**src/rtl/lb_pkg.sv**
```systemverilog
// lb_pkg: shared widths, depth and transmit-side state encoding for the line buffer.
package lb_pkg;
  localparam int WORD_W   = 16;
  localparam int LB_DEPTH = 64;
  localparam int CRED_W   = 7;
  typedef enum logic [1:0] {IDLE, SEND, WAIT_CR, GAP} lb_tx_state_t;
endpackage

```
**src/rtl/lb_tx_skid.sv**
```systemverilog
// lb_tx_skid: 2-entry valid/ready skid buffer with empty bypass; ready depends only on state.
module lb_tx_skid import lb_pkg::*; (
  input  logic              clk,
  input  logic              rst_n,
  input  logic [WORD_W-1:0] i_data,
  input  logic              i_last,
  input  logic              i_valid,
  output logic              o_ready,
  output logic [WORD_W-1:0] o_data,
  output logic              o_last,
  output logic              o_valid,
  input  logic              i_ready
);
  logic [1:0]        r_cnt;
  logic [WORD_W-1:0] r_d0, r_d1;
  logic              r_l0, r_l1;
  logic              w_in, w_out, w_store;
  logic [1:0]        w_idx;
  assign o_ready = rst_n & (r_cnt != 2'd2);
  assign o_valid = (r_cnt != 2'd0) | i_valid;
  assign o_data  = (r_cnt == 2'd0) ? i_data : r_d0;
  assign o_last  = (r_cnt == 2'd0) ? i_last : r_l0;
  assign w_in    = i_valid & o_ready;
  assign w_out   = o_valid & i_ready;
  // an empty buffer passes straight through when the consumer takes the word
  assign w_store = w_in & ~((r_cnt == 2'd0) & w_out);
  assign w_idx   = r_cnt - 2'(w_out);
  always_ff @(posedge clk or negedge rst_n) begin
    if (!rst_n) begin
      r_cnt <= '0;
      r_d0  <= '0;
      r_d1  <= '0;
      r_l0  <= 1'b0;
      r_l1  <= 1'b0;
    end else begin
      r_cnt <= r_cnt + 2'(w_in) - 2'(w_out);
      if (w_out && r_cnt == 2'd2) {r_d0, r_l0} <= {r_d1, r_l1};
      if (w_store && w_idx == 2'd0) {r_d0, r_l0} <= {i_data, i_last};
      if (w_store && w_idx == 2'd1) {r_d1, r_l1} <= {i_data, i_last};
    end
  end
endmodule

```
**src/rtl/lb_tx.sv**
```systemverilog
// lb_tx: credit-flow-controlled write feeder for the line buffer with end-of-line bubbles.
// Define LB_TX_SKID_EN to place a 2-entry skid buffer (registered in_ready) at the input.
module lb_tx import lb_pkg::*; #(
  parameter int DEPTH   = LB_DEPTH,
  parameter int EOL_GAP = 2,
  parameter int LCNT_W  = 10
) (
  input  logic              clk,
  input  logic              rst_n,
  input  logic [WORD_W-1:0] in_data,
  input  logic              in_valid,
  input  logic              in_last,
  output logic              in_ready,
  output logic [WORD_W-1:0] wdata,
  output logic              wen,
  input  logic              rd_pop,
  output logic [CRED_W-1:0] credits,
  output logic [LCNT_W-1:0] line_cnt,
  output logic              err
);
  lb_tx_state_t      r_state, w_nxt, w_xfer_nxt;
  logic [3:0]        r_gap;
  logic [CRED_W-1:0] r_cred, w_cred_nxt;
  logic [WORD_W-1:0] r_wdata, w_d;
  logic [LCNT_W-1:0] r_lcnt;
  logic              r_wen, r_err, w_v, w_l, w_rdy, w_xfer, w_ovf;
  assign w_rdy = rst_n & (r_state == IDLE || r_state == SEND) & (r_cred != '0);
`ifdef LB_TX_SKID_EN
  lb_tx_skid u_skid (
    .clk     (clk),
    .rst_n   (rst_n),
    .i_data  (in_data),
    .i_last  (in_last),
    .i_valid (in_valid),
    .o_ready (in_ready),
    .o_data  (w_d),
    .o_last  (w_l),
    .o_valid (w_v),
    .i_ready (w_rdy)
  );
`else
  assign w_v      = in_valid;
  assign w_d      = in_data;
  assign w_l      = in_last;
  assign in_ready = w_rdy;
`endif
  assign w_xfer     = w_v & w_rdy;
  assign w_ovf      = rd_pop & ~w_xfer & (r_cred == CRED_W'(DEPTH));
  assign w_cred_nxt = w_ovf ? r_cred : r_cred - CRED_W'(w_xfer) + CRED_W'(rd_pop);
  always_comb begin
    w_xfer_nxt = (w_l && EOL_GAP > 0) ? GAP :
                 (r_cred == CRED_W'(1) && !rd_pop) ? WAIT_CR : SEND;
    w_nxt = r_state;
    case (r_state)
      IDLE, SEND: w_nxt = w_xfer ? w_xfer_nxt : IDLE;
      WAIT_CR:    w_nxt = rd_pop ? SEND : WAIT_CR;
      GAP:        w_nxt = (r_gap == 4'd0) ? IDLE : GAP;
      default:    w_nxt = IDLE;
    endcase
  end
  always_ff @(posedge clk or negedge rst_n) begin
    if (!rst_n) r_state <= IDLE;
    else r_state <= w_nxt;
  end
  always_ff @(posedge clk or negedge rst_n) begin
    if (!rst_n) begin
      r_gap   <= '0;
      r_cred  <= CRED_W'(DEPTH);
      r_wen   <= 1'b0;
      r_wdata <= '0;
      r_lcnt  <= '0;
      r_err   <= 1'b0;
    end else begin
      // preloaded outside GAP so the bubble lasts exactly EOL_GAP cycles
      r_gap  <= (r_state != GAP) ? 4'(EOL_GAP - 1) : r_gap - 4'd1;
      r_cred <= w_cred_nxt;
      r_wen  <= w_xfer;
      if (w_xfer) r_wdata <= w_d;
      if (w_xfer && w_l) r_lcnt <= r_lcnt + 1'b1;
      if (w_ovf) r_err <= 1'b1;
    end
  end
  assign wdata    = r_wdata;
  assign wen      = r_wen;
  assign credits  = r_cred;
  assign line_cnt = r_lcnt;
  assign err      = r_err;
endmodule

```
**config.mk**
```make
export PLATFORM = sky130hd
export DESIGN_NAME = lb_tx
export DESIGN_NICKNAME = d
export VERILOG_FILES = /design/src/rtl/lb_pkg.sv /design/src/rtl/lb_tx_skid.sv /design/src/rtl/lb_tx.sv
export SDC_FILE = /design/constraint.sdc
export NUM_CORES = 1
export LEC_CHECK = 0
export BUFFER_PORTS_ARGS = -buffer_cell sky130_fd_sc_hd__clkbuf_2
export CAP_MARGIN = 20
export CORE_ASPECT_RATIO = 1.2
export CORE_UTILIZATION = 52
export CTS_CLUSTER_SIZE = 12
export DETAILED_ROUTE_END_ITERATION = 8
export PLACE_DENSITY_LB_ADDON = 0.15
export SYNTH_ARGS = -nofsm -noshare
export SYNTH_HDL_FRONTEND = slang
export SYNTH_SLANG_ARGS = --single-unit
```
**constraint.sdc**
```tcl
create_clock -name clk -period 3.3 [get_ports clk]
set_clock_uncertainty 0.05 [all_clocks]
set_input_delay 0.66 -clock clk [delete_from_list [all_inputs] [get_ports clk]]
set_output_delay 0.66 -clock clk [all_outputs]
set_load 0.005 [all_outputs]
```
==> key figures, run 1 <==
Setup path
  – WS Path Type: flop to flop
  – Critical path's slowest cell: fa_1
  – Worst Path Buf+Inv: 3
  – Critical path endpoint category: flop
  – Delay-heaviest family, CP: adder cells
  – Crit-path most repeated cell: ha_1
  – CP Launch Type: flop
  – WP data required: approximately 3.5 ns
  – Max stage delay on crit path: 0.43 ns
  – Worst Path Max Fanout: 4
  – Critical Path, Cell by Cell: inv_1 -> ha_1 -> and4bb_4 -> a21oi_4 -> nand2_4 -> inv_4 -> ha_1 -> inv_1 -> ha_1 -> fa_1 -> a211o_1 -> a31oi_1 -> o21bai_1 -> mux2i_1
  – Worst EP arrival: 3.09 ns

Detailed routing
  – Post-Route WL: 3.80 mm
  – Drt wl/cell: 13.6 microns
  – Routed wl met3: 181 microns
  – Met2 wire len: 1.93 mm
  – DR pass1 iterations: 4
  – Highest metal used: met4
  – Post-route ant nets: 0
  – Vias/cell: 5.14
  – Initial DRC count: between 50 and 60
  – Via count: 1439
  – Detailed-route DRC error count: 0
  – WL met1: about 1.7 mm

Floorplan
  – Core area: 3690 sq um
  – Num ports: 57
  – Chip width: 59.1 microns
  – Placement Rows: 24
  – Die Ht: 70.5 microns
  – Die area: 4170 sq um
  – Initial Util: around 55%

Global route
  – Largest net degree at the start of global routing: 43
  – Initial antenna violation count: 0
  – First-pass GRT wire length: around 6.3 mm
  – Vias in the first global route: 1420
  – Total global-route track usage: about a fifth
  – GR Overflow Total: 0

Logic synthesis
  – Async SR Flop Fraction: 100%
  – Synth Register Bits: 41
  – Mux contribution to synthesized area: between 10% and 20%
  – Synth Area in XOR/XNOR: 6.45%
  – Yosys top cell by area: dfrtp_1
  – Post-Syn Instances: 165
  – Register area share after synthesis: 50.5%
  – Simple-Gate Fraction of Synth Area: 12.6%
  – Library cells used by synthesis: 39
  – Main combinational cell family by area after synthesis: simple AND/OR/NAND/NOR gates
  – Post-Syn Area: 2040 sq um
  – Mean post-synth cell area: 12.3 sq um
  – Main synth FF type: dfrtp_1
  – Most common library cells after synthesis: 40 x dfrtp_1, 13 x inv_1, 12 x ha_1, 12 x xnor2_1, 10 x nand2_1
  – Most frequent cell after synthesis: dfrtp_1
  – Yosys warns: 0
  – Post-synthesis adder-cell area fraction: 8.36%
  – Complex-gate fraction of the synthesized area: 6.88%
  – Area contributors post-synth: dfrtp_1 49%, ha_1 7.4%, mux2_4 6.6%
  – Synth Net Count: 199
  – Post-synth EDFFs: 0
  – Share of the synthesized area in the top cell type: 49.2%

STA
  – Final Cycle Share: between 80% and 90%
  – Fin Setup TNS: 0 ns
  – Hold Fails Final Rpt: 0
  – Min cycle time layout: 2.93 ns
  – Fmax achieved: 341 MHz
  – Slew Limit Fails: 0
  – Worst slew pin tran: 0.518 ns
  – Final setup vio count: 0
  – Max-slew headroom: 65.5%
  – RSZ-0062 raised after global routing: no

Pwr
  – Pleak: 0.00125 uW
  – PwrDens: 824 nW/um^2
  – IR drop worst, VDD: 0.701 mV
  – Overall Power: 2040 uW

Placed design
  – Routability congestion estimate: 0.777
  – DP Wirelength: 2.86 mm
  – Inst Count DP: 273
  – PortBufs: between 50 and 60

Clock tree
  – Clock-pin slew on the worst setup and hold paths: ~0.08 ns
  – Clock latency at the later pin of the worst-skew pair: 0.28 ns
  – Worst-case clock buffer depth: 2
  – Cts hold-fix bufs: 0
  – Postcts setup bufs: 0
  – TritonCTS clock tree: built
  – TritonCTS buffer count: 5
  – Clk sinks: 41
  – CTS H-tree lvls: 2
  – Post-CTS Resized: 0
  – CTS root buffer: clkbuf_8

Job
  – Max-cap violations: 0

Layout
  – Fin nets: ~260
  – Final Non-Filler Cells: 280
  – Antenna diodes: 0
  – P&R area growth vs syn: 21.8%
  – Layout cell share with drive strength beyond 1: 39.5%

Status
  – Status: completed

Hold path
  – Worst min path class: flop to flop
[cell families after synthesis]
kind of cell	count (synthesis)
and+or+nand+nor	44
DFF	41
AOI/OAI and AO/OA	18
muxes	18
buffers and inverters	16
xor gates and xnor gates	15
adders and majority gates	13
[stage by stage]
step / utilization [%] / hold WS (ns) / setup slack (ns) / cell area, sq um
after floorplan: - / 0.314 / 0.365 / 2040
after global placement: 64.3 / 0.406 / 0.461 / 2380
after detailed placement: 64.3 / 0.403 / 0.395 / 2380
after CTS: 67.1 / 0.423 / 0.369 / 2480
after global routing: 67.1 / 0.438 / 0.115 / 2480
final: 67.1 / 0.417 / 0.369 / 2480
[report_power, final]
group | internal [uW] | switching (uW) | total [uW]
logic | 453 | 426 | 879
registers | 662 | 123 | 785
clock network | 220 | 159 | 379
total | 1330 | 708 | 2040
[metal layers]
| metal | vias up | track usage (%) |
|---|---|---|
| met5 | - | 0 |
| met4 | 0 | 6.35 |
| met3 | 2 | 5.67 |
| met2 | 43 | 33.1 |
| met1 | 698 | 24.9 |
| li1 | 696 | - |
[cell usage in the layout, fill, tap and decap left out, types with 3 or more instances in the layout]
master,n
clkbuf_2,56
dfrtp_1,40
inv_1,13
xnor2_1,12
ha_1,12
nand2_1,10
mux2_4,9
mux2_2,8
nor2_1,7
nand3_1,5
clkbuf_8,5
and3_1,4
a21oi_1,4
nor2b_1,3
nand4_1,3
xor2_1,3
a211o_1,3
[path summary, 6_finish.rpt]
path	to	startpoint	slack, ns	cells after the start
worst min-delay path	err$_DFFE_PN0P_	err$_DFFE_PN0P_	0.42	1
worst min register to register	err$_DFFE_PN0P_	err$_DFFE_PN0P_	0.42	1
worst max-delay path	credits[6]$_DFFE_PN1N_	credits[3]$_DFFE_PN0N_	0.37	14
max in group asynchronous	credits[6]$_DFFE_PN1N_	rst_n	2.39	2
worst max register to register	credits[6]$_DFFE_PN1N_	credits[3]$_DFFE_PN0N_	0.37	14
min in group asynchronous	line_cnt[3]$_DFFE_PN0P_	rst_n	0.44	2
[sequential cells by signal (all words and copies together), names as in the netlist]
register and flops:
credits 7, r_state 2, r_gap 4, line_cnt 10, err 1, wdata 16, wen 1
[area by class of cell]
type                            instances  area (sq um)
Timing Repair Buffer                   58           295
Tap cell                               52          65.1
Fill cell                             295          1210
Inverter                               14          55.1
Clock inverter                          2          35.0
Clock buffer                            5          68.8
Sequential cell                        41          1030
Multi-Input combinational cell        108           933
[worst register-to-register path, delay by kind of cell, from the launching register on]
kind                     cells  cell delay, ns
adder cells (fa/ha/maj)      4            1.05
AO/OA/AOI/OAI                4            0.61
flip-flops                   1            0.42
AND/OR/NAND/NOR              2            0.41
buffers and inverters        3            0.17
multiplexers                 1            0.15
(Power assumes the default switching activity.)
==> inputs of run 2 (changes only) <==
Settings changed: PLACE_DENSITY from default to 0.83, PLACE_DENSITY_LB_ADDON 0.15 to default.
==> key figures, run 2 (same netlist as run 1, synthesis figures left out) <==
STA
  – Hold WS: 0.407 ns (was 0.417 ns)
  – Worst slew pin tran: 0.506 ns (was 0.518 ns)
  – RSZ-0062 raised after global routing: no (unchanged)
  – Final setup vio count: 0 (unchanged)
  – Fin Setup TNS: 0 ns (unchanged)
  – Slew Limit Fails: 0 (unchanged)
  – Fmax achieved: 338 MHz (was 341 MHz)
  – Max-slew headroom: 66.3% (was 65.5%)
  – Final Cycle Share: 89.7% (was 88.8%)
  – Hold Fails Final Rpt: 0 (unchanged)
  – Min cycle time layout: 2.96 ns (was 2.93 ns)

Setup path
  – CP Launch Type: flop (unchanged)
  – WP data required: 3.47 ns (was 3.46 ns)
  – Worst EP arrival: 3.13 ns (was 3.09 ns)
  – WS Path Type: flop to flop (unchanged)
  – Worst Path Max Fanout: 4 (unchanged)
  – Critical path endpoint category: flop (unchanged)

Detailed routing
  – Post-route ant nets: 0 (unchanged)
  – Drt wl/cell: 13.4 microns (was 13.6 microns)
  – Initial DRC count: 61 (was 51)
  – Via count: 1435 (was 1439)
  – DR pass1 iterations: 4 (unchanged)
  – Vias/cell: 5.11 (was 5.14)
  – Post-Route WL: 3.75 mm (was 3.80 mm)
  – Detailed-route DRC error count: 0 (unchanged)

Floorplan
  – Initial Util: 55.1% (unchanged)
  – Core area: 3690 sq um (unchanged)
  – Placement Rows: 24 (unchanged)
  – Num ports: 57 (unchanged)
  – Die Ht: 70.5 microns (unchanged)
  – Chip width: 59.1 microns (unchanged)
  – Die area: 4170 sq um (unchanged)

Clock tree
  – Clk sinks: 41 (unchanged)
  – TritonCTS clock tree: built (unchanged)
  – CTS root buffer: clkbuf_8 (unchanged)
  – Cts hold-fix bufs: 0 (unchanged)
  – CTS H-tree lvls: 2 (unchanged)
  – Clock-pin slew on the worst setup and hold paths: 0.07 ns (was 0.08 ns)
  – TritonCTS buffer count: 5 (unchanged)
  – Worst-case clock buffer depth: 2 (unchanged)
  – Clock latency at the later pin of the worst-skew pair: 0.29 ns (was 0.28 ns)
  – Postcts setup bufs: 0 (unchanged)
  – Post-CTS Resized: 0 (unchanged)

Layout
  – Commonest non-fill, non-tap cell in the layout: clkbuf_2 (unchanged)
  – Antenna diodes: 0 (unchanged)
  – Fin nets: 262 (unchanged)
  – Core Util, Final: 66.7% (was 67.1%)
  – Fin area: 2460 sq um (was 2480 sq um)
  – Layout cell share with drive strength beyond 1: 39.7% (was 39.5%)
  – Commonest non-fill, non-tap cells in the layout: 56 x clkbuf_2, 40 x dfrtp_1, 13 x inv_1 (unchanged)
  – Number of flip-flops under the largest register name: 16 (unchanged)
  – P&R area growth vs syn: 21.0% (was 21.8%)

Job
  – Max-cap violations: 0 (unchanged)

Placed design
  – Area after DPL: 2380 sq um (unchanged)
  – Routability congestion estimate: 0.826 (was 0.777)
  – DP Wirelength: 2.83 mm (was 2.86 mm)
  – PortBufs: 56 (unchanged)

Status
  – Status: completed (unchanged)

Hold path
  – Worst min path class: primary input to asynchronous set/reset pin (was flop to flop)

Global route
  – Total global-route track usage: 20.0% (was 19.9%)
  – Largest net degree at the start of global routing: 43 (unchanged)
  – Initial antenna violation count: 0 (unchanged)
  – Vias in the first global route: 1459 (was 1420)
  – First-pass GRT wire length: 6.23 mm (was 6.30 mm)
  – GR Overflow Total: 0 (unchanged)

Pwr
  – IR drop worst, VDD: 0.628 mV (was 0.701 mV)
  – PwrDens: 804 nW/um^2 (was 824 nW/um^2)
  – Pleak: 0.00124 uW (was 0.00125 uW)
run 2: final timing paths:
check                                  startpoint                       to  slack (ns)  depth (start not counted)
max in group asynchronous                   rst_n   credits[6]$_DFFE_PN1N_        2.43                          2
hold / removal                              rst_n  line_cnt[8]$_DFFE_PN0P_        0.41                          2
hold reg to reg                   err$_DFFE_PN0P_          err$_DFFE_PN0P_        0.43                          1
min in group clk                  err$_DFFE_PN0P_          err$_DFFE_PN0P_        0.43                          1
setup / recovery           credits[2]$_DFFE_PN0N_   credits[6]$_DFFE_PN1N_        0.34                         14
setup reg to reg           credits[2]$_DFFE_PN0N_   credits[6]$_DFFE_PN1N_        0.34                         14
run 2: layout make-up:
cell class                 instances  area [sq um]
sequential                        41          1030
inverter                          14          55.1
timing repair buffer              58           295
fill                             288          1230
clock buffer                       5          68.8
clock inverter                     3          17.5
tap                               52          65.1
multi-input combinational        108           933
run 2: layer usage:
metal / routed length, microns / track usage [%] / vias up
met5: 0 / 0 / -
met4: 67 / 8.73 / 0
met3: 214 / 6.40 / 6
met2: 1830 / 32.2 / 47
met1: 1640 / 24.5 / 687
li1: - / - / 695
run 2: stage by stage:
step | setup slack (ns) | power, uW | cells
2_1_floorplan | 0.365 | 1390 | 165
3_3_place_gp | 0.470 | 1640 | 273
3_5_place_dp | 0.370 | 1680 | 273
4_1_cts | 0.348 | 2000 | 281
5_1_grt | 0.206 | 2160 | 281
6_report | 0.341 | 1980 | 281
run 2: where the power goes:
group / total [uW] / internal (uW) / switching, uW
logic: 885 / 457 / 428
registers: 782 / 662 / 120
clock network: 313 / 146 / 167
run 2: worst max-delay path: stages, from the launching register on:
cell and delay (ns):
dfrtp_1 0.40, inv_1 0.12, ha_1 0.18, and4bb_4 0.31, a21oi_4 0.08, nand2_4 0.09
inv_4 0.03, ha_1 0.27, inv_1 0.04, ha_1 0.20, fa_1 0.43, a211o_1 0.27
a31oi_1 0.17, o21bai_1 0.09, mux2i_1 0.16
==> inputs of run 3 (changes only) <==
Settings changed: SETUP_SLACK_MARGIN from default to 0.5.
==> key figures, run 3 (same netlist as run 1, synthesis figures left out) <==
Detailed routing
  – Drt wl/cell: 14.2 microns (was 13.4 microns)
  – Routed wl met3: 173 microns (was 214 microns)
  – Initial DRC count: 51 (was 61)
  – Via count: 1469 (was 1435)
  – WL met1: 1.69 mm (was 1.64 mm)
  – Detailed-route DRC error count: 0 (unchanged)
  – Met2 wire len: 2.19 mm (was 1.83 mm)
  – Vias/cell: 5.07 (was 5.11)
  – Highest metal used: met4 (unchanged)
  – Post-route ant nets: 0 (unchanged)
  – Post-Route WL: 4.11 mm (was 3.75 mm)
  – DR pass1 iterations: 4 (unchanged)

Global route
  – First-pass GRT wire length: 6.30 mm (was 6.23 mm)
  – Vias in the first global route: 1418 (was 1459)
  – Largest net degree at the start of global routing: 43 (unchanged)
  – Total global-route track usage: 20.3% (was 20.0%)
  – Initial antenna violation count: 0 (unchanged)
  – GR Overflow Total: 0 (unchanged)

Setup path
  – Worst Path Max Fanout: 4 (unchanged)
  – CP Launch Type: flop (unchanged)
  – Critical path endpoint category: flop (unchanged)
  – WP data required: 3.47 ns (about the same)
  – WS Path Type: flop to flop (unchanged)
  – Worst EP arrival: 2.90 ns (was 3.13 ns)

STA
  – Max-slew headroom: 66.4% (was 66.3%)
  – RSZ-0062 raised after global routing: yes (was no)
  – Fin Setup TNS: 0 ns (unchanged)
  – Fmax achieved: 365 MHz (was 338 MHz)
  – Final Cycle Share: 82.9% (was 89.7%)
  – Hold WS: 0.396 ns (was 0.407 ns)
  – Final setup vio count: 0 (unchanged)
  – Min cycle time layout: 2.74 ns (was 2.96 ns)
  – Hold Fails Final Rpt: 0 (unchanged)
  – Worst slew pin tran: 0.504 ns (was 0.506 ns)
  – Slew Limit Fails: 0 (unchanged)

Layout
  – Seq. cell area: 1030 sq um (unchanged)
  – Antenna diodes: 0 (unchanged)
  – Commonest non-fill, non-tap cells in the layout: 56 x clkbuf_2, 40 x dfrtp_1, 12 x xnor2_1 (was 56 x clkbuf_2, 40 x dfrtp_1, 13 x inv_1)
  – Fin nets: 271 (was 262)
  – Multi-input logic area: 986 sq um (was 933 sq um)
  – P&R area growth vs syn: 28.3% (was 21.0%)
  – Number of flip-flops under the largest register name: 16 (unchanged)
  – Layout cell share with drive strength beyond 1: 45.8% (was 39.7%)
  – Commonest non-fill, non-tap cell in the layout: clkbuf_2 (unchanged)
  – FILL cells: 260 (was 288)

Clock tree
  – Clk sinks: 41 (unchanged)
  – Worst-case clock buffer depth: 2 (unchanged)
  – Clock latency at the later pin of the worst-skew pair: 0.29 ns (about the same)
  – CTS root buffer: clkbuf_8 (unchanged)
  – Clock-pin slew on the worst setup and hold paths: 0.07 ns (about the same)
  – CTS H-tree lvls: 2 (unchanged)
  – TritonCTS buffer count: 5 (unchanged)
  – TritonCTS clock tree: built (unchanged)

Floorplan
  – Core area: 3690 sq um (unchanged)
  – Die area: 4170 sq um (unchanged)
  – Chip width: 59.1 microns (unchanged)
  – Placement Rows: 24 (unchanged)
  – Num ports: 57 (unchanged)
  – Initial Util: 55.1% (unchanged)
  – Die Ht: 70.5 microns (unchanged)

Hold path
  – Worst min path class: primary input to asynchronous set/reset pin (unchanged)

Placed design
  – PortBufs: 56 (unchanged)
  – DP Wirelength: 3.00 mm (was 2.83 mm)
  – Routability congestion estimate: 0.831 (was 0.826)

Job
  – Max-cap violations: 0 (unchanged)

Status
  – Status: completed (unchanged)

Pwr
  – IR drop worst, VDD: 0.598 mV (was 0.628 mV)
  – PwrDens: 852 nW/um^2 (was 804 nW/um^2)
  – Pleak: 0.00129 uW (was 0.00124 uW)
## run 3: critical path, cell delays in order (launching register included)
cell and delay [ns]:
dfrtp_1 0.42, inv_2 0.09, ha_4 0.12, and4bb_4 0.27, a21oi_4 0.07, nand2_4 0.10
inv_4 0.04, ha_4 0.25, inv_2 0.04, ha_4 0.15, fa_2 0.35, a211o_1 0.29
a31oi_1 0.17, o21bai_1 0.10, mux2i_1 0.15
## run 3: final cells by class
type	instances	share of cell area (%)
clock buffers	7	3.30
clock inverters	1	1.15
inverters	14	2.11
multi-input cells	108	37.7
flip-flops and latches	41	39.3
well taps	52	2.49
repair buffers	67	13.9
## run 3: power by group
part	internal, uW	switching, uW	total [uW]	leakage (uW)
Combinational	551	485	1040	0.000726
Sequential	662	123	785	0.000504
Clock	246	159	405	0.0000585
Total	1460	767	2230	0.00129
## run 3: path summary, 6_finish.rpt
path                                   startpoint                       to  slack (ns)  cells past startpoint
max in group asynchronous                   rst_n   credits[6]$_DFFE_PN1N_        2.44                      2
min reg2reg                       err$_DFFE_PN0P_          err$_DFFE_PN0P_        0.42                      1
max reg2reg                credits[4]$_DFFE_PN0N_   credits[6]$_DFFE_PN1N_        0.56                     14
min in group clk                  err$_DFFE_PN0P_          err$_DFFE_PN0P_        0.42                      1
min                                         rst_n  line_cnt[3]$_DFFE_PN0P_        0.40                      2
max                        credits[4]$_DFFE_PN0N_   credits[6]$_DFFE_PN1N_        0.56                     14
## run 3: metal layers
metal	track usage [%]	vias up
li1	-	715
met4	5.56	0
met2	36.6	50
met5	0	-
met3	5.30	7
met1	23.4	697
## run 3: metrics by stage
stage	total power, uW	instance area, sq um	utilization (%)	setup WS, ns	std cells
detailed placement	1700	2380	64.5	0.484	273
finish	2230	2610	70.7	0.564	290
global placement	1670	2380	64.5	0.564	273
global route	2380	2610	70.7	0.430	290
CTS	2130	2520	68.2	0.502	284
floorplan	1390	2040	-	0.438	165
## run 3: repair_timing
action | 4_1_cts | 5_1_grt
hold buffers | 0 | 0
endpoints found under the setup margin | 1 | 1
resized for setup | 0 | 11
cloned | 0 | 0
pin swaps | 1 | 9
buffers inserted | 3 | 6
